**src/rtl/csr_counter_reader_if.sv**
```systemverilog
// Request/response bus between a CSR requester and the 64-bit counter reader.
// The requester takes the master side; the reader takes the slave side.
interface csr_counter_reader_if;
  logic        req_valid;
  logic        req_ready;
  logic [1:0]  req_sel;
  logic        rsp_valid;
  logic        rsp_ready;
  logic [63:0] rsp_data;
  logic        rsp_err;

  modport master (
    output req_valid, req_sel, rsp_ready,
    input  req_ready, rsp_valid, rsp_data, rsp_err
  );

  modport slave (
    input  req_valid, req_sel, rsp_ready,
    output req_ready, rsp_valid, rsp_data, rsp_err
  );
endinterface

```
**src/rtl/csr_counter_reader.sv**
```systemverilog
// Tear-free 64-bit counter read over a 32-bit timer port (hi, lo, hi re-check).
// Latency 4 cycles accept->rsp_valid, +2 per retry; response held until rsp_ready.
module csr_counter_reader #(
  parameter int MAX_RETRY = 3
) (
  input  logic                 clk,
  input  logic                 rst,
  csr_counter_reader_if.slave  bus,
  output logic [1:0]           tmr_sel,
  output logic                 tmr_upper,
  input  logic [31:0]          tmr_data
);

  localparam int RW = (MAX_RETRY < 1) ? 1 : $clog2(MAX_RETRY + 1);
  localparam logic [RW-1:0] MAX_R = RW'(MAX_RETRY);

  typedef enum logic [2:0] {IDLE, RD_HI1, RD_LO, RD_HI2, RESP} state_e;

  state_e          state_q, state_d;
  logic [1:0]      sel_q, sel_d;
  logic [31:0]     hi_a_q, hi_a_d;
  logic [31:0]     lo_q, lo_d;
  logic [RW-1:0]   retry_q, retry_d;
  logic [63:0]     data_q, data_d;
  logic            err_q, err_d;

  logic            req_ready;
  logic            rsp_valid;

  always_ff @(posedge clk) begin
    if (rst) begin
      state_q <= IDLE;
      sel_q   <= 2'd0;
      hi_a_q  <= 32'd0;
      lo_q    <= 32'd0;
      retry_q <= '0;
      data_q  <= 64'd0;
      err_q   <= 1'b0;
    end else begin
      state_q <= state_d;
      sel_q   <= sel_d;
      hi_a_q  <= hi_a_d;
      lo_q    <= lo_d;
      retry_q <= retry_d;
      data_q  <= data_d;
      err_q   <= err_d;
    end
  end

  always_comb begin
    state_d   = state_q;
    sel_d     = sel_q;
    hi_a_d    = hi_a_q;
    lo_d      = lo_q;
    retry_d   = retry_q;
    data_d    = data_q;
    err_d     = err_q;
    req_ready = 1'b0;
    rsp_valid = 1'b0;
    tmr_sel   = 2'd0;
    tmr_upper = 1'b0;

    case (state_q)
      IDLE: begin
        req_ready = 1'b1;
        if (bus.req_valid) begin
          sel_d = bus.req_sel;
          if (bus.req_sel == 2'd3) begin
            data_d  = 64'd0;
            err_d   = 1'b1;
            state_d = RESP;
          end else begin
            retry_d = '0;
            state_d = RD_HI1;
          end
        end
      end
      RD_HI1: begin
        tmr_sel   = sel_q;
        tmr_upper = 1'b1;
        hi_a_d    = tmr_data;
        state_d   = RD_LO;
      end
      RD_LO: begin
        tmr_sel = sel_q;
        lo_d    = tmr_data;
        state_d = RD_HI2;
      end
      RD_HI2: begin
        tmr_sel   = sel_q;
        tmr_upper = 1'b1;
        if (tmr_data == hi_a_q) begin
          data_d  = {hi_a_q, lo_q};
          err_d   = 1'b0;
          state_d = RESP;
        end else if (retry_q < MAX_R) begin
          // High word rolled over mid-read: the new high value pairs with a fresh low read.
          hi_a_d  = tmr_data;
          retry_d = retry_q + RW'(1);
          state_d = RD_LO;
        end else begin
          data_d  = 64'd0;
          err_d   = 1'b1;
          state_d = RESP;
        end
      end
      RESP: begin
        rsp_valid = 1'b1;
        if (bus.rsp_ready) state_d = IDLE;
      end
      default: state_d = IDLE;
    endcase
  end

  assign bus.req_ready = req_ready;
  assign bus.rsp_valid = rsp_valid;
  assign bus.rsp_data  = rsp_valid ? data_q : 64'd0;
  assign bus.rsp_err   = rsp_valid ? err_q : 1'b0;

endmodule

```
**src/flat_wrapper.sv**
```systemverilog
// flat-port wrapper written by rule: the top's interface ports become plain ports
module csr_counter_reader_flat 
#(
  parameter int MAX_RETRY = 3
)
  (clk, rst, tmr_sel, tmr_upper, tmr_data, bus_req_valid, bus_req_sel, bus_rsp_ready, bus_req_ready, bus_rsp_valid, bus_rsp_data, bus_rsp_err);
  csr_counter_reader_if bus_i ();
  input  logic clk;
  input  logic rst;
  output logic [1:0] tmr_sel;
  output logic tmr_upper;
  input  logic [31:0] tmr_data;
  input wire logic [$bits(bus_i.req_valid)-1:0] bus_req_valid;
  input wire logic [$bits(bus_i.req_sel)-1:0] bus_req_sel;
  input wire logic [$bits(bus_i.rsp_ready)-1:0] bus_rsp_ready;
  output wire logic [$bits(bus_i.req_ready)-1:0] bus_req_ready;
  output wire logic [$bits(bus_i.rsp_valid)-1:0] bus_rsp_valid;
  output wire logic [$bits(bus_i.rsp_data)-1:0] bus_rsp_data;
  output wire logic [$bits(bus_i.rsp_err)-1:0] bus_rsp_err;
  assign bus_i.req_valid = bus_req_valid;
  assign bus_i.req_sel = bus_req_sel;
  assign bus_i.rsp_ready = bus_rsp_ready;
  assign bus_req_ready = bus_i.req_ready;
  assign bus_rsp_valid = bus_i.rsp_valid;
  assign bus_rsp_data = bus_i.rsp_data;
  assign bus_rsp_err = bus_i.rsp_err;
  csr_counter_reader #(.MAX_RETRY(MAX_RETRY)) u_core (.clk(clk), .rst(rst), .bus(bus_i), .tmr_sel(tmr_sel), .tmr_upper(tmr_upper), .tmr_data(tmr_data));
endmodule
```
**config.mk**
```make
export PLATFORM = sky130hd
export DESIGN_NAME = csr_counter_reader_flat
export DESIGN_NICKNAME = d
export VERILOG_FILES = /design/src/rtl/csr_counter_reader_if.sv /design/src/rtl/csr_counter_reader.sv /design/src/flat_wrapper.sv
export SDC_FILE = /design/constraint.sdc
export NUM_CORES = 1
export LEC_CHECK = 0
export ABC_AREA = 1
export BUFFER_PORTS_ARGS = -buffer_cell sky130_fd_sc_hd__buf_2
export CAP_MARGIN = 10
export CORE_MARGIN = 2
export CORE_UTILIZATION = 53
export CTS_BUF_LIST = sky130_fd_sc_hd__clkbuf_2 sky130_fd_sc_hd__clkbuf_4 sky130_fd_sc_hd__clkbuf_8
export DETAILED_ROUTE_END_ITERATION = 12
export PLACE_DENSITY_LB_ADDON = 0.05
export SLEW_MARGIN = 25
export SYNTH_ARGS = -nofsm -noshare
export SYNTH_HDL_FRONTEND = slang
export SYNTH_SLANG_ARGS = --single-unit
```
**constraint.sdc**
```tcl
create_clock -name clk -period 4.09 [get_ports clk]
set_input_delay 0.6135 -clock clk [delete_from_list [all_inputs] [get_ports clk]]
set_output_delay 0.6135 -clock clk [all_outputs]
set_load 0.01 [all_outputs]
```
Word-level counts from Yosys, hierarchy flattened
Index checks and enable logic that the tools add are counted.
Widths: inputs -> output; s select.
{ "classes": {"eq_ne": 13, "mul": 0, "n_bitwise": 0, "shift": 0, "reduce_logical": 10, "div": 0, "magnitude_cmp": 1, "muxes": 30, "addsub": 1} }
{ "ops": {"columns": ["cell", "count"], "rows": [
  ["$mux 64", 5],
  ["$pmux 64 s2", 1],
  ["$mux 32", 2],
  ["$pmux 32 s2", 1],
  ["$eq 32x32->1", 1],
  ["$mux 3", 5],
  ["$pmux 3 s5", 1],
  ["$mux 2", 5],
  ["$mux 1", 8],
  ["$ne 2x2->1 const B", 4],
  ["$eq 3x2->1 const B", 2],
  ["$reduce_and 5->1", 1],
  ["$ne 2x1->1 const B", 2],
  ["$pmux 2 s2", 1],
  ["$reduce_and 2->1", 2],
  ["$reduce_and 4->1", 1],
  ["$reduce_bool 2->1", 2],
  ["$eq 3x1->1 const B", 1],
  ["$eq 3x3->1 const B", 1],
  ["$logic_not 3->1", 1],
  ["$ne 3x2->1 const B", 1],
  ["$reduce_and 3->1", 1],
  ["$reduce_or 3->1", 1],
  ["$add 2x1->2 const B", 1],
  ["4 further kinds", 4]
]} }
{ "word_totals": {"romBits": 0, "mem_bits_rw": 0, "n_memories": 0, "output_inout_bits": 70, "latchBits": 0, "reg_bits": 136, "input_bits": 38} }

Logic depth before layout (Yosys ltp)
Gate-level depths: netlist (run 1).
{ "logic_depth": {"depth_word": 4, "mapped_depth": 14, "depth_no_buf": 14} }

Worst setup path after synthesis (run 1)
Ideal clock, no wire load.
{ "synth_timing": {"path_type": "register to output", "start": "register u_core.state_q[2]", "end": "output port bus_rsp_data[21]", "required_time_ps": 3477, "n_path_buf": 2, "stages_incl_launch_ff": 7, "setup_slack_ps": 2107, "t_arrival_ps": 1370, "cell_sequence": "dfxtp_1 -> inv_1 -> nor2_1 -> inv_1 -> clkbuf_1 -> buf_1 -> nor2_1"} }
{ "synth_between": {"elab_chain_len": 3} }
{ "synth_rtl": {"columns": ["item", "line_no", "rtl"], "rows": [
  ["from (decl)", "csr_counter_reader.sv:19", "state_e state_q, state_d;"],
  ["from (signal assigned)", "csr_counter_reader.sv:40", "state_q <= state_d;"],
  ["$eq 3x3->1", "csr_counter_reader.sv:63", "case (state_q)"],
  ["$mux 1", "csr_counter_reader.sv:63", null],
  ["net bus_rsp_valid", "flat_wrapper.sv:17", "output wire logic [$bits(bus_i.rsp_valid)-1:0] bus_rsp_valid;"],
  ["$mux 64", "csr_counter_reader.sv:117", "assign bus.rsp_data = rsp_valid ? data_q : 64'd0;"],
  ["to (decl)", "flat_wrapper.sv:18", "output wire logic [$bits(bus_i.rsp_data)-1:0] bus_rsp_data;"]
]} }
The timed path passes the listed nets, and every way through them passes these cells.

Final worst setup path (run 1)
{ "layout_timing": {"start": "register u_core.state_q[0]", "end": "register u_core.data_q[8]"} }
{ "layout_between": {"elab_chain_len": 3, "elab_cells_between_ends": 8, "cone_classes": "eq/ne (4); mux (1); reduce/logical (3)"} }
{ "layout_rtl": {"columns": ["item", "line_no", "rtl"], "rows": [
  ["$eq 3x2->1 / $logic_not 3->1 (equally long branches)", "csr_counter_reader.sv:63", null],
  ["$ne 3x2->1 (no line), or another cell as far along", null, null],
  ["$reduce_and 4->1 (no line)", null, null],
  ["to (signal assigned)", "csr_counter_reader.sv:45", "data_q <= data_d;"],
  ["to (decl)", "csr_counter_reader.sv:24", "logic [63:0] data_q, data_d;"]
]} }
Parallel ways exist; a longest one is shown, timed or not.
A chain may end at the register's enable or synchronous reset.

==> flow_metrics.py, run 1 <==
metrics = {
    "run_status": {
        "status": "finished clean",
    },
    "job": {
        "maxCapViolations": 0,
    },
    "clocking": {
        "clock_path_buffers": 2,
        "cts.repair.resized": 0,
        "holdBufCountCts": 0,
        "cts_tree": "yes",
        "root_buffer": "clkbuf_8",
        "cts-buffers-inserted": 17,
        "post_cts_buffers": 0,
        "clk_latency_ns": 0.45,
        "clk_pin_slew_ns": 0.07,
        "htree_levels": 4,
        "clkSinkCount": 136,
    },
    "timing": {
        "slew_headroom_pct": 37.8,
        "min_period_over_period_pct": 68.8,
        "hold_viol_final": 0,
        "setup_tns_ns": 0,
        "tightest_slew_ns": 0.930,
        "skew_ns": 0.0125,
        "fmax_ghz": 0.355,
        "fin_crit_ns": 2.81,
        "drv_slew": 0,
        "finalSetupViolCount": 0,
        "hold_ws_ns": 0.432,
        "rsz0062_at_grt": "false",
    },
    "drt": {
        "finalWirelength_um": 16000,
        "final_antenna_net_count": 0,
        "vias": 5748,
        "via_per_inst": 5.11,
        "wl_per_cell_um": 14.2,
        "drcViolationCount": 0,
        "firstDrtPassIters": 7,
        "drt_iter0_markers": 520,
    },
    "logic_synthesis": {
        "ys_top_cells_by_count": "nor2_1 (173), dfxtp_1 (136), nand2_1 (135)",
        "synth_cells": 890,
        "ys_seq_elements": 136,
        "syn-mean-instance-area_sq_um": 6.82,
        "synth_top_cell_by_area": "dfxtp_1",
        "yosysMostFrequentCell": "nor2_1",
        "synth.area.top_cells": "dfxtp_1 (45%), nor2_1 (11%), a21oi_1 (9.2%)",
        "synth.top_cell.area_share_pct": 44.8,
        "ys_seq_area_share_pct": 44.8,
        "synth_flop_cell": "dfxtp_1",
        "yosysUniqueCellTypes": 22,
        "yosysWarnings": 0,
        "syn_area_sq_mm": 0.00607,
        "async_reset_ff_share_pct": 0,
        "synth-edff-count": 0,
        "synthesis.nets": 929,
    },
    "worst_setup_path": {
        "crit_path_start_kind": "flip-flop",
        "arrival_ns": 3.19,
        "crit_slowest_cell": "nand2_4",
        "max_stage_delay_ns": 0.53,
        "worstSetupEndpointType": "flip-flop",
        "cp_num_buf_inv": 4,
        "critical_path_class": "flip-flop to flip-flop",
        "crit_family": "simple AND/OR/NAND/NOR gates",
        "crit_chain": "inv_2 > nor3_4 > buf_4 > inv_2 > nor2_1 > nand2_1 > buf_4 > nand2_4 > o21ai_0 > nor2_1",
        "cp.required_ns": 4.47,
        "path_max_fanout": 66,
    },
    "grt": {
        "antenna_found_initial": 0,
        "grt_usage_pct": 26.6,
        "grt_overflow_total": 0,
        "grt_pass1_wl_um": 26700,
        "grt_start_max_net_pins": 71,
        "grt_pass1_vias": 5395,
    },
    "cells_and_area": {
        "layout.nets": 1008,
        "n_antenna_cell": 0,
        "final_area_sq_mm": 0.00707,
        "layout-drive-gt1-share_pct": 16.5,
        "fill_cells": 1109,
        "area_growth_pct": 16.4,
    },
    "floorplan": {
        "die_h_um": 111,
        "dieArea_sq_mm": 0.0123,
        "io_pins": 108,
        "chipWidth_um": 111,
        "core_sq_mm": 0.0113,
        "row_count": 39,
        "initial_utilization_pct": 53.6,
    },
    "worst_hold_path": {
        "worstHoldPathType": "input port to flip-flop",
    },
    "place": {
        "place_area_sq_mm": 0.00666,
        "hpwl_um": 10500,
        "gp_congestion": 0.903,
        "io_buffers": 107,
    },
    "power": {
        "p_leak_nw": 2.84,
        "ir_drop_uv": 328,
        "p_per_area_mw_per_mm2": 620,
    },
}
logic make-up (layout without fill, tap and decap cells):
kind of cell	after synthesis	in the layout	synth area share [%]
buffers and inverters	176	268	11.3
adders and majority gates	1	1	0.206
and+or+nand+nor	381	381	25.8
xor gates and xnor gates	26	26	3.75
DFF	136	136	44.8
AOI/OAI and AO/OA	170	170	14.1
flip-flops by register name, indices dropped and copies added (netlist names):
name            cells
u_core.lo_q        32
u_core.sel_q        2
u_core.err_q        1
u_core.retry_q      2
u_core.data_q      64
u_core.state_q      3
u_core.hi_a_q      32
metal layers:
| metal | global-route usage [%] | share of wire [%] | up-vias |
|---|---|---|---|
| met5 | 0 | 0 | - |
| met4 | 10.2 | 2.1 | 0 |
| met3 | 5.08 | 5.6 | 24 |
| met2 | 41.0 | 44 | 186 |
| met1 | 37.2 | 48 | 2582 |
| li1 | - | - | 2956 |
worst min-delay path, cell delays in order:
cell,delay (ns)
buf_2,0.10
nor2_1,0.04
nor2_1,0.08
where the power goes:
part	leakage [nW]	switching (mW)	total (mW)	internal (mW)
combinational	1.52	0.947	1.42	0.470
clock	0.218	0.490	1.11	0.622
sequential	1.11	0.195	1.85	1.66
cell type report:
cell class                      instances  area (sq um)  share of cell area [%]
Inverter                              116           438                    6.20
Clock inverter                          9          95.1                    1.35
Timing Repair Buffer                  120           646                    9.13
Tap cell                              143           179                    2.53
Multi-Input combinational cell        578          2680                    37.9
Sequential cell                       136          2720                    38.5
Clock buffer                           23           310                    4.39
placed cells by master, fill, tap and decap left out:
master       n
a211oi_1     1
a21oi_1    112
a21oi_2      1
a31oi_1      1
buf_12       1
buf_2      107
buf_4       12
bufinv_16    2
clkbuf_4     1
clkbuf_8    22
clkinv_1     1
clkinv_2     7
dfxtp_1    136
ha_1         1
inv_1      111
inv_2        3
inv_4        1
nand2_1    134
nand2_4      1
nand3_1     46
nand4_1     24
nor2_1     172
nor2_2       1
nor3_2       1
nor3_4       1
o21ai_0     55
or2_2        1
xnor2_1     26
through the flow:
stage | utilization, % | power (mW) | instances | setup WS (ns)
2_1_floorplan | - | 2.91 | 890 | 2.11
3_3_place_gp | 58.8 | 3.24 | 1093 | 0.832
3_5_place_dp | 58.9 | 3.29 | 1093 | 1.24
4_1_cts | 62.4 | 4.39 | 1125 | 1.32
5_1_grt | 62.4 | 4.70 | 1125 | 1.06
6_report | 62.4 | 4.38 | 1125 | 1.28
final timing paths:
check | startpoint | endpoint | slack [ns] | depth (start not counted)
worst min-delay path | tmr_data[27] | u_core.hi_a_q[27] | 0.43 | 3
worst min register to register | u_core.lo_q[31] | u_core.lo_q[31] | 0.46 | 2
worst max register to register | u_core.state_q[0] | u_core.data_q[8] | 1.28 | 10
worst max-delay path | u_core.state_q[0] | u_core.data_q[8] | 1.28 | 10
Power figures use the tool's default switching activity.
==> inputs of run 2 (changes only) <==
clock period = 2.63 ns   (was 4.09 ns; I/O delays follow)
==> flow_metrics.py, run 2 (synthesis gave the netlist of run 1 again) <==
metrics = {
    "worst_setup_path": {
        "worstReg2RegStart": "u_core.state_q[0]",
        "crit_slowest_cell": "dfxtp_1",
        "worstSetupEndpointType": "output port",
        "path_max_fanout": 37,
        "r2r_setup_slack_ns": 0.62,
        "critical_path_class": "flip-flop to output port",
        "arrival_ns": 1.91,
        "critical_path.most_common_cell": "nor2_1",
        "crit_chain": "inv_1 > nor2_1 > inv_2 > buf_4 > nor2_1 > buf_2",
        "rr_worst_depth": 8,
        "cp.required_ns": 2.24,
        "reg2reg_to": "u_core.hi_a_q[10]",
        "cp_num_buf_inv": 4,
        "crit_family": "buffers and inverters",
        "crit_path_start_kind": "flip-flop",
        "max_stage_delay_ns": 0.47,
    },
    "drt": {
        "final_antenna_net_count": 0,
        "via_per_inst": 5.15,
        "vias": 5817,
        "drt_iter0_markers": 402,
        "wl_per_cell_um": 14.6,
        "finalWirelength_um": 16400,
        "firstDrtPassIters": 5,
        "drcViolationCount": 0,
    },
    "floorplan": {
        "core_sq_mm": 0.0113,
        "initial_utilization_pct": 53.6,
        "die_h_um": 111,
        "dieArea_sq_mm": 0.0123,
        "io_pins": 108,
        "chipWidth_um": 111,
        "row_count": 39,
    },
    "clocking": {
        "root_buffer": "clkbuf_8",
        "cts_tree": "yes",
        "clkSinkCount": 136,
        "clock_path_buffers": 2,
        "cts.repair.resized": 0,
        "cts-buffers-inserted": 17,
        "holdBufCountCts": 0,
        "clk_latency_ns": 0.45,
        "clk_pin_slew_ns": 0.07,
        "post_cts_buffers": 0,
        "htree_levels": 4,
    },
    "power": {
        "power_mw": 6.97,
        "seq_power_share_pct": 41.3,
        "p_switching_mw": 2.56,
        "ir_drop_uv": 476,
        "p_per_area_mw_per_mm2": 979,
        "clock_power_share_pct": 26.6,
        "p_leak_nw": 2.87,
        "swShare_pct": 36.8,
        "pwr-share-comb_pct": 32.0,
        "power.internal_mw": 4.41,
    },
    "grt": {
        "grt_pass1_vias": 5282,
        "antenna_found_initial": 0,
        "grt_usage_pct": 26.8,
        "grt_pass1_wl_um": 26500,
        "grt_start_max_net_pins": 71,
        "grt_overflow_total": 0,
    },
    "cells_and_area": {
        "regMostFlops": "u_core.data_q",
        "layout_commonest_cell": "nor2_1",
        "area_growth_pct": 17.2,
        "layout-drive-gt1-share_pct": 16.7,
        "top_regs": "u_core.data_q: 64 flops, u_core.hi_a_q: 32 flops, u_core.lo_q: 32 flops",
        "fill_cells": 1083,
        "final_area_sq_mm": 0.00712,
        "final_cell_mix": "nor2_1 (172), dfxtp_1 (136), nand2_1 (134)",
        "largest_register_ffs": 64,
        "n_antenna_cell": 0,
        "fin_util_pct": 62.9,
        "layout.nets": 1013,
    },
    "timing": {
        "fin_crit_ns": 2.30,
        "slew_headroom_pct": 48.4,
        "drv_slew": 0,
        "min_period_over_period_pct": 87.5,
        "fmax_ghz": 0.434,
        "rsz0062_at_grt": "false",
        "hold_viol_final": 0,
        "skew_ns": 0.0120,
        "finalSetupViolCount": 0,
        "tightest_slew_ns": 0.773,
        "setup_tns_ns": 0,
    },
    "worst_hold_path": {
        "min_to": "u_core.hi_a_q[30]",
        "hold_path_depth": 3,
        "hp-start": "tmr_data[30]",
        "worstHoldPathType": "input port to flip-flop",
    },
    "place": {
        "gp_congestion": 0.929,
        "hpwl_um": 11000,
        "io_buffers": 107,
        "place_area_sq_mm": 0.00669,
    },
    "job": {
        "maxCapViolations": 0,
    },
    "run_status": {
        "status": "finished clean",
    },
}
run 2: power groups by stage:
stage	sequential [mW]	clock, mW	combinational, mW
3_3_place_gp	2.90	0	2.15
3_5_place_dp	2.92	0	2.21
6_report	2.88	1.86	2.23
2_1_floorplan	2.83	0	1.69
4_1_cts	2.88	1.88	2.23
5_1_grt	2.94	1.98	2.53
run 2: final cells by class:
class                      count  area (sq um)  area share [%]
tap                          143           179            2.51
timing repair buffer         125           683            9.60
sequential                   136          2720            38.2
multi-input combinational    578          2670            37.5
inverter                     116           435            6.12
clock inverter                10           150            2.11
clock buffer                  21           277            3.88
run 2: through the flow:
step,setup slack [ns],cells,hold slack [ns]
final,0.328,1129,0.209
after global routing,0.240,1129,0.213
after CTS,0.342,1129,0.197
after detailed placement,0.430,1098,0.448
after global placement,0.462,1098,0.440
after floorplan,0.866,890,0.430
run 2: worst max-delay path by stage:
stage | startpoint | to | slack (ns) | cells past startpoint
after CTS | u_core.state_q[2] | bus_rsp_data[37] | 0.34 | 6
final | u_core.state_q[2] | bus_rsp_data[37] | 0.33 | 6
after global routing | u_core.state_q[2] | bus_rsp_data[37] | 0.24 | 6
after global placement | tmr_data[27] | u_core.data_q[26] | 0.46 | 14
after detailed placement | tmr_data[27] | u_core.retry_q[0] | 0.43 | 16
after floorplan | u_core.state_q[2] | bus_rsp_data[21] | 0.87 | 6
run 2: worst register-to-register path, delay by kind of cell, from the launching register on:
kind	cells	cell delay [ns]
buf+inv	3	0.78
flops	1	0.40
compound gates	1	0.16
simple gates	4	0.60
run 2: routing by layer:
layer	global-route usage [%]	share of wire, %
met5	0	0
met4	10.3	1.9
met3	5.03	5.1
met2	42.0	45
met1	37.0	48
==> inputs of run 3 (changes only) <==
PLACE_DENSITY = 0.77   (was not set)
PLACE_DENSITY_LB_ADDON = not set   (was 0.05)
clock period = 2.85 ns   (was 2.63 ns; I/O delays follow)
==> flow_metrics.py, run 3 (synthesis gave the netlist of run 1 again) <==
metrics = {
    "power": {
        "power.internal_mw": 3.89,
        "swShare_pct": 38.3,
        "ir_drop_uv": 393,
        "p_per_area_mw_per_mm2": 886,
        "p_leak_nw": 2.85,
        "pwr-share-comb_pct": 32.3,
        "clock_power_share_pct": 25.3,
        "p_switching_mw": 2.41,
        "seq_power_share_pct": 42.4,
    },
    "timing": {
        "fin_crit_ns": 2.31,
        "finalSetupViolCount": 0,
        "hold_viol_final": 0,
        "hold_ws_ns": 0.240,
        "setup_slack_ns": 0.541,
        "min_period_over_period_pct": 81.0,
        "tightest_slew_ns": 0.735,
        "skew_ns": 0.0109,
        "fmax_ghz": 0.433,
        "rsz0062_at_grt": "false",
        "slew_headroom_pct": 51.0,
        "drv_slew": 0,
        "setup_tns_ns": 0,
    },
    "cells_and_area": {
        "multi_input_area_sq_mm": 0.00267,
        "fill_cells": 1087,
        "top_regs": "u_core.data_q: 64 flops, u_core.hi_a_q: 32 flops, u_core.lo_q: 32 flops",
        "area_growth_pct": 17.0,
        "final_cell_mix": "nor2_1 (173), dfxtp_1 (136), nand2_1 (134)",
        "largest_register_ffs": 64,
        "fin_util_pct": 62.7,
        "layout-drive-gt1-share_pct": 16.6,
        "layout.nets": 1012,
        "layout_commonest_cell": "nor2_1",
        "seq_area_sq_mm": 0.00272,
        "final_area_sq_mm": 0.00710,
        "n_antenna_cell": 0,
        "regMostFlops": "u_core.data_q",
    },
    "grt": {
        "grt_overflow_total": 0,
        "antenna_found_initial": 0,
        "grt_start_max_net_pins": 71,
        "grt_pass1_wl_um": 25900,
        "grt_pass1_vias": 5226,
        "grt_usage_pct": 25.7,
    },
    "drt": {
        "wl_per_cell_um": 13.9,
        "firstDrtPassIters": 6,
        "vias": 5802,
        "final_antenna_net_count": 0,
        "finalWirelength_um": 15700,
        "via_per_inst": 5.14,
        "drt_iter0_markers": 359,
        "drcViolationCount": 0,
    },
    "floorplan": {
        "initial_utilization_pct": 53.6,
        "chipWidth_um": 111,
        "row_count": 39,
        "io_pins": 108,
        "core_sq_mm": 0.0113,
        "die_h_um": 111,
        "dieArea_sq_mm": 0.0123,
    },
    "job": {
        "maxCapViolations": 0,
    },
    "worst_hold_path": {
        "hold_path_depth": 3,
        "worstHoldPathType": "input port to flip-flop",
    },
    "worst_setup_path": {
        "crit_slowest_cell": "dfxtp_1",
        "endpoint": "bus_rsp_data[33]",
        "max_stage_delay_ns": 0.47,
        "crit_chain": "inv_1 > nor2_1 > inv_2 > buf_12 > nor2_1 > buf_2",
        "cp.required_ns": 2.42,
        "crit_path_start_kind": "flip-flop",
        "critical_path.most_common_cell": "nor2_1",
        "cp-startpoint": "u_core.state_q[2]",
        "critical_path_class": "flip-flop to output port",
        "worstSetupEndpointType": "output port",
        "arrival_ns": 1.88,
        "path_max_fanout": 44,
        "rr_worst_depth": 8,
        "r2r_setup_slack_ns": 0.72,
        "worstReg2RegStart": "u_core.state_q[0]",
        "reg2reg_to": "u_core.hi_a_q[31]",
    },
    "place": {
        "place_ws_ns": 0.539,
        "hpwl_um": 10400,
        "place_area_sq_mm": 0.00671,
        "gp_congestion": 0.905,
        "io_buffers": 107,
    },
    "clocking": {
        "holdBufCountCts": 0,
        "clock_path_buffers": 2,
        "cts.repair.resized": 0,
        "cts_tree": "yes",
        "cts-buffers-inserted": 17,
        "clk_latency_ns": 0.44,
        "post_cts_buffers": 0,
        "clk_pin_slew_ns": 0.08,
        "htree_levels": 4,
        "root_buffer": "clkbuf_8",
        "clkSinkCount": 136,
    },
    "run_status": {
        "status": "finished clean",
    },
}
run 3: cell count changes in the layout (fill, tap and decap cells not counted):
cell / change
buf_4: -3
clkbuf_4: -2
inv_6: +3
clkinvlp_4: +2
nor2_2: -1
clkinv_4: +3
clkinv_2: -2
bufinv_16: -2
clkbuf_8: -1
buf_12: +2
nor2_1: +1
run 3: power groups by stage:
stage	clock network, mW	logic [mW]	registers (mW)
CTS	1.60	2.03	2.66
floorplan	0	1.56	2.61
detailed placement	0	2.02	2.70
global route	1.67	2.34	2.71
finish	1.59	2.04	2.67
global placement	0	1.99	2.69
run 3: how the worst min path moves through the flow:
stage	start	to	slack, ns
6_report	tmr_data[27]	u_core.hi_a_q[27]	0.24
3_3_place_gp	u_core.lo_q[9]	u_core.lo_q[9]	0.44
2_1_floorplan	u_core.lo_q[0]	u_core.lo_q[0]	0.43
4_1_cts	tmr_data[27]	u_core.hi_a_q[27]	0.23
3_5_place_dp	u_core.sel_q[0]	u_core.sel_q[0]	0.45
5_1_grt	tmr_data[27]	u_core.hi_a_q[27]	0.25
run 3: worst max-delay path: cells and delay by family (launching register included):
family | cells | cell delay, ns
AND/OR/NAND/NOR | 2 | 0.30
buffers and inverters | 4 | 0.68
flip-flops | 1 | 0.47
run 3: routing by layer:
layer | routed length [um] | global-route usage [%] | up-vias | share of wire (%)
met2 | 7020 | 39.9 | 210 | 45
li1 | - | - | 2963 | -
met5 | 0 | 0 | - | 0
met3 | 1140 | 5.25 | 25 | 7.2
met1 | 7330 | 36.7 | 2604 | 47
met4 | 218 | 6.83 | 0 | 1.4
run 3: area by class of cell:
| class | instances | share of cell area, % |
|---|---|---|
| flip-flops and latches | 136 | 38.3 |
| multi-input cells | 578 | 37.6 |
| repair buffers | 124 | 9.86 |
| inverters | 116 | 6.13 |
| clock buffers | 18 | 3.49 |
| well taps | 143 | 2.52 |
| clock inverters | 14 | 2.08 |
run 3: through the flow:
stage / power (mW) / std cells
after floorplan: 4.17 / 890
after global placement: 4.68 / 1097
after detailed placement: 4.72 / 1097
after CTS: 6.29 / 1129
after global routing: 6.72 / 1129
final: 6.30 / 1129
